### config.mk
export PLATFORM = sky130hd
export DESIGN_NAME = ring_node_router
export DESIGN_NICKNAME = d
export VERILOG_FILES = /design/src/rtl/ring_node_router.sv
export SDC_FILE = /design/constraint.sdc
export NUM_CORES = 1
export LEC_CHECK = 0
export BUFFER_PORTS_ARGS = -buffer_cell sky130_fd_sc_hd__buf_2
export CORE_MARGIN = 2
export CORE_UTILIZATION = 52
export CTS_CLUSTER_SIZE = 40
export DETAILED_ROUTE_END_ITERATION = 8
export PLACE_DENSITY = 0.83
export SLEW_MARGIN = 20
export SYNTH_ARGS = -nofsm -noshare
export SYNTH_HDL_FRONTEND = slang
export SYNTH_SLANG_ARGS = --single-unit
### constraint.sdc
create_clock -name clk -period 1.9 [get_ports clk]
set_input_delay 0.095 -clock clk [delete_from_list [all_inputs] [get_ports clk]]
set_output_delay 0.095 -clock clk [all_outputs]
set_load 0.05 [all_outputs]
### src/rtl/ring_node_router.sv
`default_nettype none
// +--------------------------------------------------------------------------+
// | ring_node_router                                                         |
// | Buffers alerted messages, routes them left/right/self with valid/ready.  |
// | Revision: 1.0                                                            |
// +--------------------------------------------------------------------------+
module ring_node_router #(
  parameter int width     = 32,
  parameter int ADDR_W    = 3,
  parameter int NUM_NODES = 8,
  parameter int NODE_ID   = 0,
  parameter int DEPTH     = 4
) (
  input  logic             clk,
  input  logic             reset_n,
  input  logic [width-1:0] in_sig,
  input  logic             sig_alert,
  input  logic [1:0]       s,
  input  logic             ready_l,
  input  logic             ready_r,
  input  logic             ready_s,
  output logic [width-1:0] out_data,
  output logic             valid_l,
  output logic             valid_r,
  output logic             valid_s,
  output logic             full,
  output logic [7:0]       drop_cnt
);

  localparam int c_PTR_W = $clog2(DEPTH);
  localparam int c_CNT_W = $clog2(DEPTH + 1);
  localparam int c_D_W   = ADDR_W + 2;

  localparam logic [c_CNT_W-1:0] c_DEPTH   = c_CNT_W'(DEPTH);
  localparam logic [c_CNT_W-1:0] c_CNT_ONE = c_CNT_W'(1);
  localparam logic [c_PTR_W-1:0] c_PTR_ONE = c_PTR_W'(1);
  localparam logic [c_D_W-1:0]   c_NODES   = c_D_W'(NUM_NODES);
  localparam logic [c_D_W-1:0]   c_NODE    = c_D_W'(NODE_ID);
  localparam logic [c_D_W-1:0]   c_HALF    = c_D_W'(NUM_NODES / 2);

  localparam logic [1:0] c_RT_L = 2'd0;
  localparam logic [1:0] c_RT_R = 2'd1;
  localparam logic [1:0] c_RT_S = 2'd2;

  typedef enum logic [0:0] {
    ST_IDLE = 1'b0,
    ST_SEND = 1'b1
  } state_t;

  state_t             r_state;
  logic [width-1:0]   r_mem_data [DEPTH];
  logic [1:0]         r_mem_rt   [DEPTH];
  logic [c_PTR_W-1:0] r_wptr;
  logic [c_PTR_W-1:0] r_rptr;
  logic [c_CNT_W-1:0] r_count;

  logic [ADDR_W-1:0]  w_dest;
  logic [c_D_W-1:0]   w_dest_ext;
  logic [c_D_W-1:0]   w_diff_raw;
  logic [c_D_W-1:0]   w_dist;
  logic [1:0]         w_route;
  logic [1:0]         w_head_rt;
  logic [width-1:0]   w_head_data;
  logic               w_accept;
  logic               w_drop;
  logic               w_pop;
  logic               w_sel_ready;
  logic [c_CNT_W-1:0] w_count_nxt;

  assign w_dest     = in_sig[width-1 -: ADDR_W];
  assign w_dest_ext = c_D_W'(w_dest);

  // Ring distance (dest - NODE_ID) mod NUM_NODES; only consumed when dest < NUM_NODES.
  assign w_diff_raw = w_dest_ext + c_NODES - c_NODE;
  assign w_dist     = (w_diff_raw >= c_NODES) ? (w_diff_raw - c_NODES) : w_diff_raw;

  always_comb begin
    w_route = c_RT_S;
    if (w_dest_ext == c_NODE) begin
      w_route = c_RT_S;
    end else if (s == 2'b00) begin
      w_route = c_RT_R;
    end else if (s == 2'b10) begin
      w_route = c_RT_L;
    end else begin
      w_route = (w_dist <= c_HALF) ? c_RT_R : c_RT_L;
    end
  end

  // Occupancy is judged at the start of the cycle; a same-cycle pop never frees a slot.
  assign w_accept = sig_alert && (r_count < c_DEPTH) && (s != 2'b11)
                    && (w_dest_ext < c_NODES);
  assign w_drop   = sig_alert && !w_accept;

  assign w_head_data = r_mem_data[r_rptr];
  assign w_head_rt   = r_mem_rt[r_rptr];

  assign w_sel_ready = (valid_l && ready_l) || (valid_r && ready_r) || (valid_s && ready_s);
  assign w_pop       = (r_count != '0) && ((r_state == ST_IDLE) || w_sel_ready);

  always_comb begin
    w_count_nxt = r_count;
    if (w_accept && !w_pop) begin
      w_count_nxt = r_count + c_CNT_ONE;
    end else if (!w_accept && w_pop) begin
      w_count_nxt = r_count - c_CNT_ONE;
    end
  end

  always_ff @(posedge clk) begin
    if (w_accept) begin
      r_mem_data[r_wptr] <= in_sig;
      r_mem_rt[r_wptr]   <= w_route;
    end
  end

  always_ff @(posedge clk) begin
    if (!reset_n) begin
      r_state  <= ST_IDLE;
      r_wptr   <= '0;
      r_rptr   <= '0;
      r_count  <= '0;
      out_data <= '0;
      valid_l  <= 1'b0;
      valid_r  <= 1'b0;
      valid_s  <= 1'b0;
      full     <= 1'b0;
      drop_cnt <= 8'h00;
    end else begin
      if (w_accept) begin
        r_wptr <= r_wptr + c_PTR_ONE;
      end
      if (w_pop) begin
        r_rptr <= r_rptr + c_PTR_ONE;
      end
      r_count <= w_count_nxt;
      full    <= (w_count_nxt == c_DEPTH);
      if (w_drop && (drop_cnt != 8'hFF)) begin
        drop_cnt <= drop_cnt + 8'd1;
      end

      case (r_state)
        ST_IDLE: begin
          if (w_pop) begin
            out_data <= w_head_data;
            valid_l  <= (w_head_rt == c_RT_L);
            valid_r  <= (w_head_rt == c_RT_R);
            valid_s  <= (w_head_rt == c_RT_S);
            r_state  <= ST_SEND;
          end
        end
        ST_SEND: begin
          if (w_sel_ready) begin
            if (w_pop) begin
              out_data <= w_head_data;
              valid_l  <= (w_head_rt == c_RT_L);
              valid_r  <= (w_head_rt == c_RT_R);
              valid_s  <= (w_head_rt == c_RT_S);
            end else begin
              valid_l  <= 1'b0;
              valid_r  <= 1'b0;
              valid_s  <= 1'b0;
              r_state  <= ST_IDLE;
            end
          end
        end
        default: r_state <= ST_IDLE;
      endcase
    end
  end

endmodule
`default_nettype wire

## Yosys cells after proc, flatten, opt, wreduce, memory -nomap -nowiden

Memories as Yosys holds them, arrays and structs flattened. A register that Yosys moved wholly into a read port is not among the register bits.
Cells that the tools add are included.

| operators by class | value |
|---|---|
| $add $sub $neg | 7 |
| $mul | 0 |
| divide/modulo/power cells | 0 |
| magnitude comparators | 4 |
| equality and inequality tests | 8 |
| reductions and logical operators | 21 |
| bitwise logic cells | 1 |
| multiplexer cells | 31 |
| shift operators | 0 |

Operators by type and width:

| kind | count |
|---|---|
| $mux 32 | 2 |
| $pmux 32 s2 | 1 |
| $mux 1 | 16 |
| $logic_and 1x1->1 | 11 |
| $mux 2 | 5 |
| $add 8x1->8 const B | 1 |
| $ne 8x8->1 const B | 1 |
| $pmux 1 s2 | 4 |
| $mux 3 | 2 |
| $add 3x4->5 const B | 1 |
| $ge 5x4->1 const B | 1 |
| $le 5x3->1 const B | 1 |
| $logic_not 5->1 | 1 |
| $mux 5 | 1 |
| $sub 5x4->5 const B | 1 |
| $add 2x1->2 const B | 2 |
| $eq 2x2->1 const B | 2 |
| $logic_not 2->1 | 2 |
| $lt 3x4->1 const B | 1 |
| $ne 2x2->1 const B | 2 |
| $add 3x1->3 const B | 1 |
| $eq 3x3->1 const B | 1 |
| $logic_or 1x1->1 | 3 |
| $lt 3x3->1 const B | 1 |
| other kinds (7) | 8 |

| storage, ports and cells | value |
|---|---|
| ROM bits | 0 |
| RAM bits | 136 |
| memories kept | 2 |
| register bits | 52 |
| latch bits | 0 |
| input bits | 40 |
| output and inout port bits | 44 |

Memory list:

| name | words | width | rd ports | clocked after memory_dff | wr ports | RTL line | RTL |
|---|---|---|---|---|---|---|---|
| r_mem_data | 4 | 32 | 1 | 1 | 1 | 51 | `logic [width-1:0] r_mem_data [DEPTH];` |
| r_mem_rt | 4 | 2 | 1 | 1 | 1 | 52 | `logic [1:0] r_mem_rt [DEPTH];` |

## Logic depth before layout (Yosys ltp)

Gate-level depths: netlist of run 1.

| logic depth | value |
|---|---|
| word-level depth | 9 |
| mapped depth | 8 |
| depth with buffers taken out | 7 |

## Worst setup path after synthesis of run 1

No wires, ideal clock.

| path | value |
|---|---|
| path type | reg-to-reg |
| start point | reg r_count[2] |
| end point | mem r_mem_data[0][0], enable pin |
| arrival | 1422 ps |
| slack | 84 ps |
| stages on the path, launching flop included | 3 |
| library setup time | 394 ps |
| required time | 1506 ps |
| cell sequence | dfxtp_1 > a21oi_2 > and3_1 |

| between the ends | value |
|---|---|
| cells in the longest elaborated chain, start to end | 6 |

Ends and longest elaborated chain:

| item | RTL line | RTL |
|---|---|---|
| start: declaration | 55 | `logic [c_CNT_W-1:0] r_count;` |
| start signal: assignment | 136 | `r_count <= w_count_nxt;` |
| $lt 3x3->1 | 91 | `assign w_accept = sig_alert && (r_count < c_DEPTH) && (s != 2'b11)` |
| $logic_and 1x1->1 (2 in a row) | 91 |  |
| $logic_and 1x1->1 | 92 | `&& (w_dest_ext < c_NODES);` |
| $mux 1 | 111 | `if (w_accept) begin` |
| $mux 1 (not written as such) | 112 | `r_mem_data[r_wptr] <= in_sig;` |
| end: declaration | 51 |  |

No other way between the ends.

## Final worst setup path of run 1

| path | value |
|---|---|
| start point | reg valid_r |
| end point | reg out_data[21] |

| between the ends | value |
|---|---|
| cells in the longest elaborated chain, start to end | 8 |
| elaborated cells between the ends (all ways) | 9 |

Ends and longest elaborated chain:

| item | RTL line | RTL |
|---|---|---|
| start: declaration | 24 | `output logic valid_r,` |
| start signal: assignment | 147 | `valid_r <= (w_head_rt == c_RT_R);` |
| start signal: assignment | 157 | `valid_r <= (w_head_rt == c_RT_R);` |
| $logic_and 1x1->1 (*) | 98 | `assign w_sel_ready = (valid_l && ready_l) \|\| (valid_r && ready_r) \|\| (valid_s && ready_s);` |
| $logic_or 1x1->1 (*) (2 in a row) | 98 |  |
| $logic_or 1x1->1 | 99 | `assign w_pop = (r_count != '0) && ((r_state == ST_IDLE) \|\| w_sel_ready);` |
| $logic_and 1x1->1 | 99 |  |
| $mux 32 (2 in a row) | -- |  |
| $pmux 32 s2 | -- |  |
| end signal: assignment | 145 | `out_data <= w_head_data;` |
| end signal: assignment | 155 | `out_data <= w_head_data;` |
| end: declaration | 22 | `output logic [width-1:0] out_data,` |

Every way passes the cells marked *; elsewhere a longest branch is shown, timed or not. The select of a mux whose other input is x is not followed.
A chain may end at the register's enable or synchronous reset.

==> impl_metrics.py, run 1 <==
metrics = {
    "sta": {
        "worst_slack_ps": 134,
        "finalSetupTns_ps": 0,
        "fin_crit_sh": 0.929,
        "rsz0062_at_grt": "false",
        "fin_crit_ps": 1770,
        "holdWs_ps": 40.1,
        "fmax_ghz": 0.566,
        "slew_viol_final": 0,
        "clock-skew-final_ps": 8.48,
        "hold_violations": 0,
        "relSlewSlack": 0.625,
        "tightest_slew_ps": 558,
        "setup_viol": 0,
    },
    "synth": {
        "synthSimpleGateAreaFrac": 0.0679,
        "synth-main-ff-cell": "edfxtp_1",
        "yosys.area_share.adder": 0.0140,
        "synth_seq_cells": 190,
        "synth_top_family_by_area": "multiplexers",
        "synth_compound_area_frac": 0.0532,
        "syn_inst": 442,
        "synth_xor_area_frac": 0.0111,
        "avgSynthCellArea_um2": 16.1,
        "yosys_warnings": 0,
        "muxShareOfSynthArea": 0.110,
        "yosysUniqueCellTypes": 43,
        "netlist_area_mm2": 0.00713,
        "synth_edf_count": 136,
        "ys_seq_area_frac": 0.724,
        "synth_nets": 490,
        "ys_async_sr_fraction": 0,
    },
    "floorplan": {
        "die_x_um": 121,
        "die_h_um": 121,
        "die-area_mm2": 0.0147,
        "core_mm2": 0.0133,
        "start_util": 0.536,
        "placementRows": 42,
        "ioPinCount": 84,
    },
    "worst_hold_path": {
        "whs_endpoint": "drop_cnt[2]",
        "hold-path-cell-count": 3,
        "worst_hold_startpoint": "sig_alert",
        "hp-class": "in -> reg",
    },
    "worst_setup_path": {
        "crit_type": "reg -> reg",
        "cp.depth": 5,
        "timing.rr.end": "out_data[21]",
        "slowest_delay_ps": 390,
        "start_kind": "flop",
        "path_delay_family": "compound AO/OA/AOI/OAI gates",
        "slowest_stage": "buf_4",
        "reg2regPathDepth": 5,
        "crit_arrival_ps": 2120,
        "cp.required_ps": 2260,
        "path_max_fanout": 26,
        "r2r_setup_slack_ps": 130,
        "crit_path_end_kind": "flop",
        "cp_num_buf_inv": 1,
        "r2r-start": "valid_r",
        "worstPathCellList": "a22o_1 -> o21ai_4 -> buf_4 -> nand2_1 -> a21oi_1",
    },
    "route": {
        "drt-initial-drc-count": 280,
        "ant_nets": 0,
        "wirelength_mm": 14.3,
        "first_pass_iters": 4,
        "avgRoutedWirePerCell_um": 18.9,
        "drc": 0,
        "vias": 4208,
        "detail_route.vias_per_cell": 5.56,
    },
    "power_and_ir_drop": {
        "power.density_mw_per_mm2": 1440,
        "p_int_mw": 8.26,
        "switchingPower_mw": 4.39,
        "combPwrFrac": 0.300,
        "ir_worst_vdd_uv": 895,
        "p_leak_nw": 3.16,
        "pwr-share-clk": 0.279,
        "pwr-share-seq": 0.421,
        "p_total_mw": 12.6,
        "switching_share": 0.347,
    },
    "layout": {
        "drive_above_1_share": 0.310,
        "final_cell_mix": "edfxtp_1 (136), buf_2 (83), nand2_1 (72)",
        "antennaDiodeCount": 0,
        "final_common_cell": "edfxtp_1",
        "area_growth_pct": 23.2,
        "fin_nets": 616,
    },
    "grt": {
        "antenna_found_initial": 0,
        "grt_pass1_wl_mm": 22.7,
        "grt_max_degree": 44,
        "track_usage": 0.211,
        "overflow": 0,
        "first_global_vias": 4365,
    },
    "placed_design": {
        "place_congestion": 0.746,
        "dp_hpwl_mm": 8.33,
        "placement.io_buffers": 83,
        "preCtsSetupSlack_ps": 205,
    },
    "clocking": {
        "clock_latency_ps": 440,
        "clockRootBuffer": "clkbuf_16",
        "clock_sinks": 190,
        "ctsHtreeMaxLevel": 4,
        "cts_buffers": 17,
        "clk_pin_slew_ps": 70,
        "cts_buffer_depth": 2,
        "cts_tree": "built",
    },
    "outcome": {
        "status": "finished clean",
    },
    "run": {
        "drv_cap": 0,
    },
}
-- metal layers --
| metal | wire length, µm | global-route usage |
|---|---|---|
| met5 | 0 | 0 |
| met4 | 259 | 0.0814 |
| met3 | 818 | 0.0545 |
| met2 | 7450 | 0.357 |
| met1 | 5780 | 0.261 |
-- Yosys cell counts (3+ instances only) --
cell type | instances | area [µm²]
buf_2 | 7 | 35.0
ha_1 | 8 | 100
xnor2_1 | 7 | 61.3
dfxtp_1 | 54 | 1080
mux4_2 | 34 | 766
a21oi_1 | 38 | 190
edfxtp_1 | 136 | 4080
nor2_1 | 18 | 67.6
and3_1 | 6 | 37.5
clkbuf_1 | 8 | 30.0
a22oi_1 | 3 | 22.5
nand2_1 | 72 | 270
inv_1 | 7 | 26.3
o21ai_0 | 3 | 15.0
buf_4 | 5 | 37.5
-- tightest hold or removal path, stage by stage --
cell and delay [ps]:
buf_2 150, nand2b_4 120, o41ai_1 70
-- worst max path at each step --
stage          startpoint  slack (ps)               end
3_5_place_dp      valid_r         210      out_data[21]
5_1_grt        r_count[0]           6              flop
2_1_floorplan  r_count[2]          80  r_mem_data[0][0]
3_3_place_gp   r_count[0]         260              flop
6_report          valid_r         130      out_data[21]
4_1_cts           valid_r         140      out_data[21]
-- state kept, by name, indices dropped and copies added, names as in the netlist, 2 cells and up, named ones only --
name,count
r_rptr,2
out_data,32
r_count,3
drop_cnt,8
r_wptr,2
r_mem_data,128
r_mem_rt,8
-- area by class of cell --
type,instances,area (µm²)
clock buffers,18,450
well taps,176,220
inverters,8,30.0
flip-flops and latches,190,5170
clock inverters,14,144
fillers,918,4510
repair buffers,128,923
multi-input cells,223,1850
-- kinds of logic (layout without fill, tap and decap cells) --
group	Yosys count	count (layout)
AND/OR/NAND/NOR	109	109
AO/OA/AOI/OAI	61	61
adder cells (fa/ha/maj)	8	8
XOR/XNOR	9	9
multiplexers	36	36
buffers and inverters	29	168
flip-flops	190	190
-- power by group through the flow --
| stage | Combinational, mW | Sequential, mW | Clock [mW] |
|---|---|---|---|
| finish | 3.80 | 5.33 | 3.52 |
| global route | 4.09 | 5.37 | 3.73 |
| CTS | 3.83 | 5.32 | 3.58 |
| detailed placement | 3.74 | 5.40 | 0 |
| global placement | 3.65 | 5.37 | 0 |
| floorplan | 1.82 | 6.28 | 0 |
-- through the flow --
step	instance area, µm²	instances	utilization
6_report	8780	757	0.661
5_1_grt	8780	757	0.661
3_3_place_gp	7860	692	0.591
4_1_cts	8780	757	0.661
3_5_place_dp	7860	692	0.591
2_1_floorplan	7130	442	-
-- what timing repair did --
| item | CTS | global route |
|---|---|---|
| hold buffers | 33 | 0 |
| hold endpoints to repair | 129 | 0 |
| resized for setup | 0 | 0 |
| buffers inserted | 0 | 0 |
(Power assumes the default switching activity.)
==> inputs of run 2 (changes only) <==
Settings changed: CORE_MARGIN 2 to unset, GPL_TIMING_DRIVEN set to 1.
==> impl_metrics.py, run 2 (synthesized netlist as in run 1, its figures left out) <==
metrics = {
    "outcome": {
        "status": "finished clean",
    },
    "worst_setup_path": {
        "reg2regPathDepth": 7,
        "slowest_delay_ps": 390,
        "path_max_fanout": 15,
        "start_kind": "flop",
        "r2r-start": "r_count[0]",
        "crit_type": "reg -> reg",
        "crit_arrival_ps": 2030,
        "slowest_stage": "dfxtp_1",
        "worstPathCellList": "inv_1 -> ha_1 -> nor2b_1 -> a21oi_4 -> buf_4 -> xnor2_1 -> nor2_1",
        "r2r_setup_slack_ps": 190,
        "cp.required_ps": 2220,
        "crit_path_end_kind": "flop",
    },
    "clocking": {
        "cts-resized-gates": 0,
        "ctsHtreeMaxLevel": 4,
        "clk_pin_slew_ps": 70,
        "cts_buffer_depth": 2,
        "clockRootBuffer": "clkbuf_16",
        "clock_latency_ps": 430,
        "clock_sinks": 190,
        "cts_tree": "built",
        "cts_buffers": 17,
    },
    "route": {
        "drt-initial-drc-count": 232,
        "avgRoutedWirePerCell_um": 18.5,
        "ant_nets": 0,
        "drc": 0,
        "wirelength_mm": 14.0,
        "first_pass_iters": 4,
        "detail_route.vias_per_cell": 5.52,
        "vias": 4199,
    },
    "placed_design": {
        "placement.io_buffers": 83,
        "place_congestion": 0.717,
        "dp_hpwl_mm": 8.46,
    },
    "grt": {
        "track_usage": 0.215,
        "grt_max_degree": 35,
        "first_global_vias": 4381,
        "grt_pass1_wl_mm": 22.6,
        "overflow": 0,
        "antenna_found_initial": 0,
    },
    "power_and_ir_drop": {
        "p_leak_nw": 3.16,
        "power.density_mw_per_mm2": 1430,
        "ir_worst_vdd_uv": 722,
    },
    "floorplan": {
        "ioPinCount": 84,
        "core_mm2": 0.0133,
        "die-area_mm2": 0.0142,
        "die_h_um": 119,
        "placementRows": 42,
        "start_util": 0.536,
        "die_x_um": 119,
    },
    "sta": {
        "rsz0062_at_grt": "false",
        "fmax_ghz": 0.583,
        "hold_violations": 0,
        "finalSetupTns_ps": 0,
        "clock-skew-final_ps": 9.12,
        "holdWs_ps": 56.9,
        "tightest_slew_ps": 516,
        "relSlewSlack": 0.653,
        "slew_viol_final": 0,
        "fin_crit_sh": 0.902,
        "setup_viol": 0,
        "fin_crit_ps": 1710,
    },
    "run": {
        "drv_cap": 0,
    },
    "layout": {
        "fin_nets": 620,
        "post-route-util": 0.660,
        "reg.largest.list": "r_mem_data x128, out_data x32",
        "drive_above_1_share": 0.311,
        "largest_reg_flops": 128,
        "final_common_cell": "edfxtp_1",
        "final_cell_mix": "edfxtp_1 (136), buf_2 (83), nand2_1 (72)",
        "antennaDiodeCount": 0,
        "largest_register": "r_mem_data",
        "area_growth_pct": 23.1,
    },
    "worst_hold_path": {
        "hold-path-cell-count": 3,
        "hp-class": "in -> reg",
        "worst_hold_startpoint": "sig_alert",
        "whs_endpoint": "drop_cnt[2]",
    },
}
run 2: cell types whose count changed in the layout (fill, tap and decap cells not counted), sizes merged:
cell,before,now
inv,16,13
clkbuf,18,21
buf,95,99
run 2: cell type report:
| class | count | area, µm² |
|---|---|---|
| clock buffer | 21 | 460 |
| sequential | 190 | 5170 |
| timing repair buffer | 132 | 941 |
| tap | 176 | 220 |
| fill | 897 | 4520 |
| inverter | 8 | 30.0 |
| multi-input combinational | 223 | 1850 |
| clock inverter | 11 | 106 |
run 2: critical path, delay by kind of cell (launching register included):
family	cells	cell delay (ps)
flops	1	390
buf+inv	2	360
simple gates	2	230
fa+ha+maj	1	220
compound gates	1	220
xor+xnor	1	180
run 2: where the power goes:
| group | internal [mW] | leakage [nW] | total, mW | switching, mW |
|---|---|---|---|---|
| Combinational | 1.32 | 1.20 | 3.79 | 2.47 |
| Sequential | 5.01 | 1.68 | 5.32 | 0.307 |
| Clock | 1.89 | 0.279 | 3.42 | 1.52 |
| Total | 8.23 | 3.16 | 12.5 | 4.29 |
run 2: timing repair:
action,in CTS,in global routing
hold endpoints to repair,130,0
hold buffers,33,0
buffers inserted,0,0
run 2: worst max-delay path by stage:
stage | from | to | depth (start not counted)
2_1_floorplan | r_count[2] | r_mem_data[0][0] | 2
3_3_place_gp | r_count[0] | flop | 7
3_5_place_dp | r_count[0] | flop | 7
4_1_cts | r_count[0] | flop | 7
5_1_grt | r_count[0] | flop | 7
6_report | r_count[0] | flop | 7
run 2: metrics by stage:
stage          power [mW]  setup slack [ps]  area [µm²]  cells
2_1_floorplan        8.09              83.5        7130    442
3_3_place_gp         9.00               303        7880    696
3_5_place_dp         9.14               206        7880    696
4_1_cts              12.6               184        8770    761
5_1_grt              13.1              78.4        8770    761
6_report             12.5               186        8770    761
run 2: layer usage:
layer  track usage  vias to the layer above  wire length (µm)  part of all wire
met1         0.258                     2121              5750              0.41
met5             0                        -                 0                 0
met4         0.100                        0               292             0.021
li1              -                     1921                 -                 -
met2         0.374                      133              7400              0.53
met3        0.0402                       24               600             0.043
==> inputs of run 3 (changes only) <==
Settings changed: RECOVER_POWER set to 25, SLEW_MARGIN 20 to unset.
==> impl_metrics.py, run 3 (synthesized netlist as in run 1, its figures left out) <==
metrics = {
    "outcome": {
        "status": "finished clean",
    },
    "worst_setup_path": {
        "slowest_delay_ps": 390,
        "r2r_setup_slack_ps": 190,
        "start_kind": "flop",
        "r2r-start": "r_count[0]",
        "slowest_stage": "dfxtp_1",
        "cp.required_ps": 2220,
        "path_max_fanout": 15,
        "crit_arrival_ps": 2030,
        "path_delay_family": "flip-flops",
        "cp_num_buf_inv": 2,
        "worstPathCellList": "inv_1 -> ha_1 -> nor2b_1 -> a21oi_4 -> buf_4 -> xnor2_1 -> nor2_1",
        "crit_path_end_kind": "flop",
        "reg2regPathDepth": 7,
        "crit_type": "reg -> reg",
    },
    "clocking": {
        "cts_buffer_depth": 2,
        "ctsHtreeMaxLevel": 4,
        "clk_pin_slew_ps": 70,
        "clock_latency_ps": 430,
        "clockRootBuffer": "clkbuf_16",
        "cts_buffers": 17,
        "clock_sinks": 190,
        "cts_tree": "built",
    },
    "floorplan": {
        "die_h_um": 119,
        "core_mm2": 0.0133,
        "ioPinCount": 84,
        "die_x_um": 119,
        "die-area_mm2": 0.0142,
        "start_util": 0.536,
        "placementRows": 42,
    },
    "grt": {
        "first_global_vias": 4381,
        "overflow": 0,
        "antenna_found_initial": 0,
        "grt_util_met2": 0.374,
        "gr-usage-met3": 0.0402,
        "grt_max_degree": 35,
        "grtUsageMet1": 0.258,
        "grt_pass1_wl_mm": 22.6,
        "track_usage": 0.215,
        "top_usage_layer": "met2",
    },
    "layout": {
        "final_cell_area_mm2": 0.00874,
        "largest_reg_flops": 128,
        "fin_nets": 620,
        "drive_above_1_share": 0.272,
        "antennaDiodeCount": 0,
        "post-route-util": 0.658,
        "final_common_cell": "edfxtp_1",
        "final_cell_mix": "edfxtp_1 (136), nand2_1 (72), buf_2 (60)",
        "largest_register": "r_mem_data",
        "reg.largest.list": "r_mem_data x128, out_data x32",
        "area_growth_pct": 22.7,
        "fin_cells": 761,
        "fillers": 916,
    },
    "run": {
        "drv_cap": 0,
    },
    "power_and_ir_drop": {
        "p_leak_nw": 3.10,
        "pwr-share-seq": 0.425,
        "p_int_mw": 8.22,
        "switching_share": 0.342,
        "combPwrFrac": 0.302,
        "p_total_mw": 12.5,
        "power.density_mw_per_mm2": 1430,
        "pwr-share-clk": 0.272,
        "switchingPower_mw": 4.28,
        "ir_worst_vdd_uv": 719,
    },
    "route": {
        "first_pass_iters": 7,
        "avgRoutedWirePerCell_um": 18.4,
        "drt-initial-drc-count": 255,
        "drc": 0,
        "wirelength_mm": 14.0,
        "detail_route.vias_per_cell": 5.48,
        "ant_nets": 0,
        "vias": 4167,
    },
    "sta": {
        "tightest_slew_ps": 514,
        "relSlewSlack": 0.654,
        "fin_crit_sh": 0.902,
        "clock-skew-final_ps": 8.72,
        "rsz0062_at_grt": "false",
        "hold_violations": 0,
        "fmax_ghz": 0.583,
        "fin_crit_ps": 1710,
        "finalSetupTns_ps": 0,
        "slew_viol_final": 0,
        "setup_viol": 0,
    },
    "worst_hold_path": {
        "hp-class": "in -> reg",
        "worst_hold_startpoint": "sig_alert",
        "hold-path-cell-count": 3,
        "whs_endpoint": "drop_cnt[2]",
    },
    "placed_design": {
        "dp_hpwl_mm": 8.46,
        "dp_cells": 696,
        "placement.io_buffers": 83,
        "place_area_mm2": 0.00788,
        "place_congestion": 0.717,
    },
}
run 3: power groups by stage:
stage                     Sequential [mW]  Combinational (mW)  Clock [mW]
after floorplan                      6.28                1.82           0
after global placement               5.36                3.63           0
after CTS                            5.32                3.82        3.43
after global routing                 5.37                4.07        3.62
after detailed placement             5.40                3.74           0
final                                5.32                3.78        3.40
run 3: how the worst max path moves through the flow:
| stage | from | to | cells past startpoint |
|---|---|---|---|
| global route | r_count[0] | flop | 7 |
| CTS | r_count[0] | flop | 7 |
| finish | r_count[0] | flop | 7 |
| detailed placement | r_count[0] | flop | 7 |
| global placement | r_count[0] | flop | 7 |
| floorplan | r_count[2] | r_mem_data[0][0] | 2 |
run 3: worst register-to-register path, stage by stage (launching register included):
cell,delay [ps]
dfxtp_1,390
inv_1,80
ha_1,220
nor2b_1,170
a21oi_4,220
buf_4,280
xnor2_1,180
nor2_1,60
run 3: layout make-up:
class,count,area [µm²],area share
clock buffer,21,460,0.0527
clock inverter,11,106,0.0122
inverter,8,30.0,0.00343
multi-input combinational,223,1850,0.211
sequential,190,5170,0.591
tap,176,220,0.0252
timing repair buffer,132,912,0.104
run 3: metrics by stage:
stage	hold slack, ps	setup WS, ps
CTS	48.2	184
finish	56.8	185
floorplan	194	83.5
detailed placement	314	206
global route	81.4	78.4
global placement	304	303
run 3: metal layers:
metal  vias up  part of all wire
met2       133              0.53
met4         0             0.017
li1       1925                 -
met5         -                 0
met3        20             0.053
met1      2089              0.40
run 3: what timing repair did:
action,CTS,global route
setup buffers,0,0
hold buffers,33,0
hold endpoints to repair,130,0
resized for setup,0,0
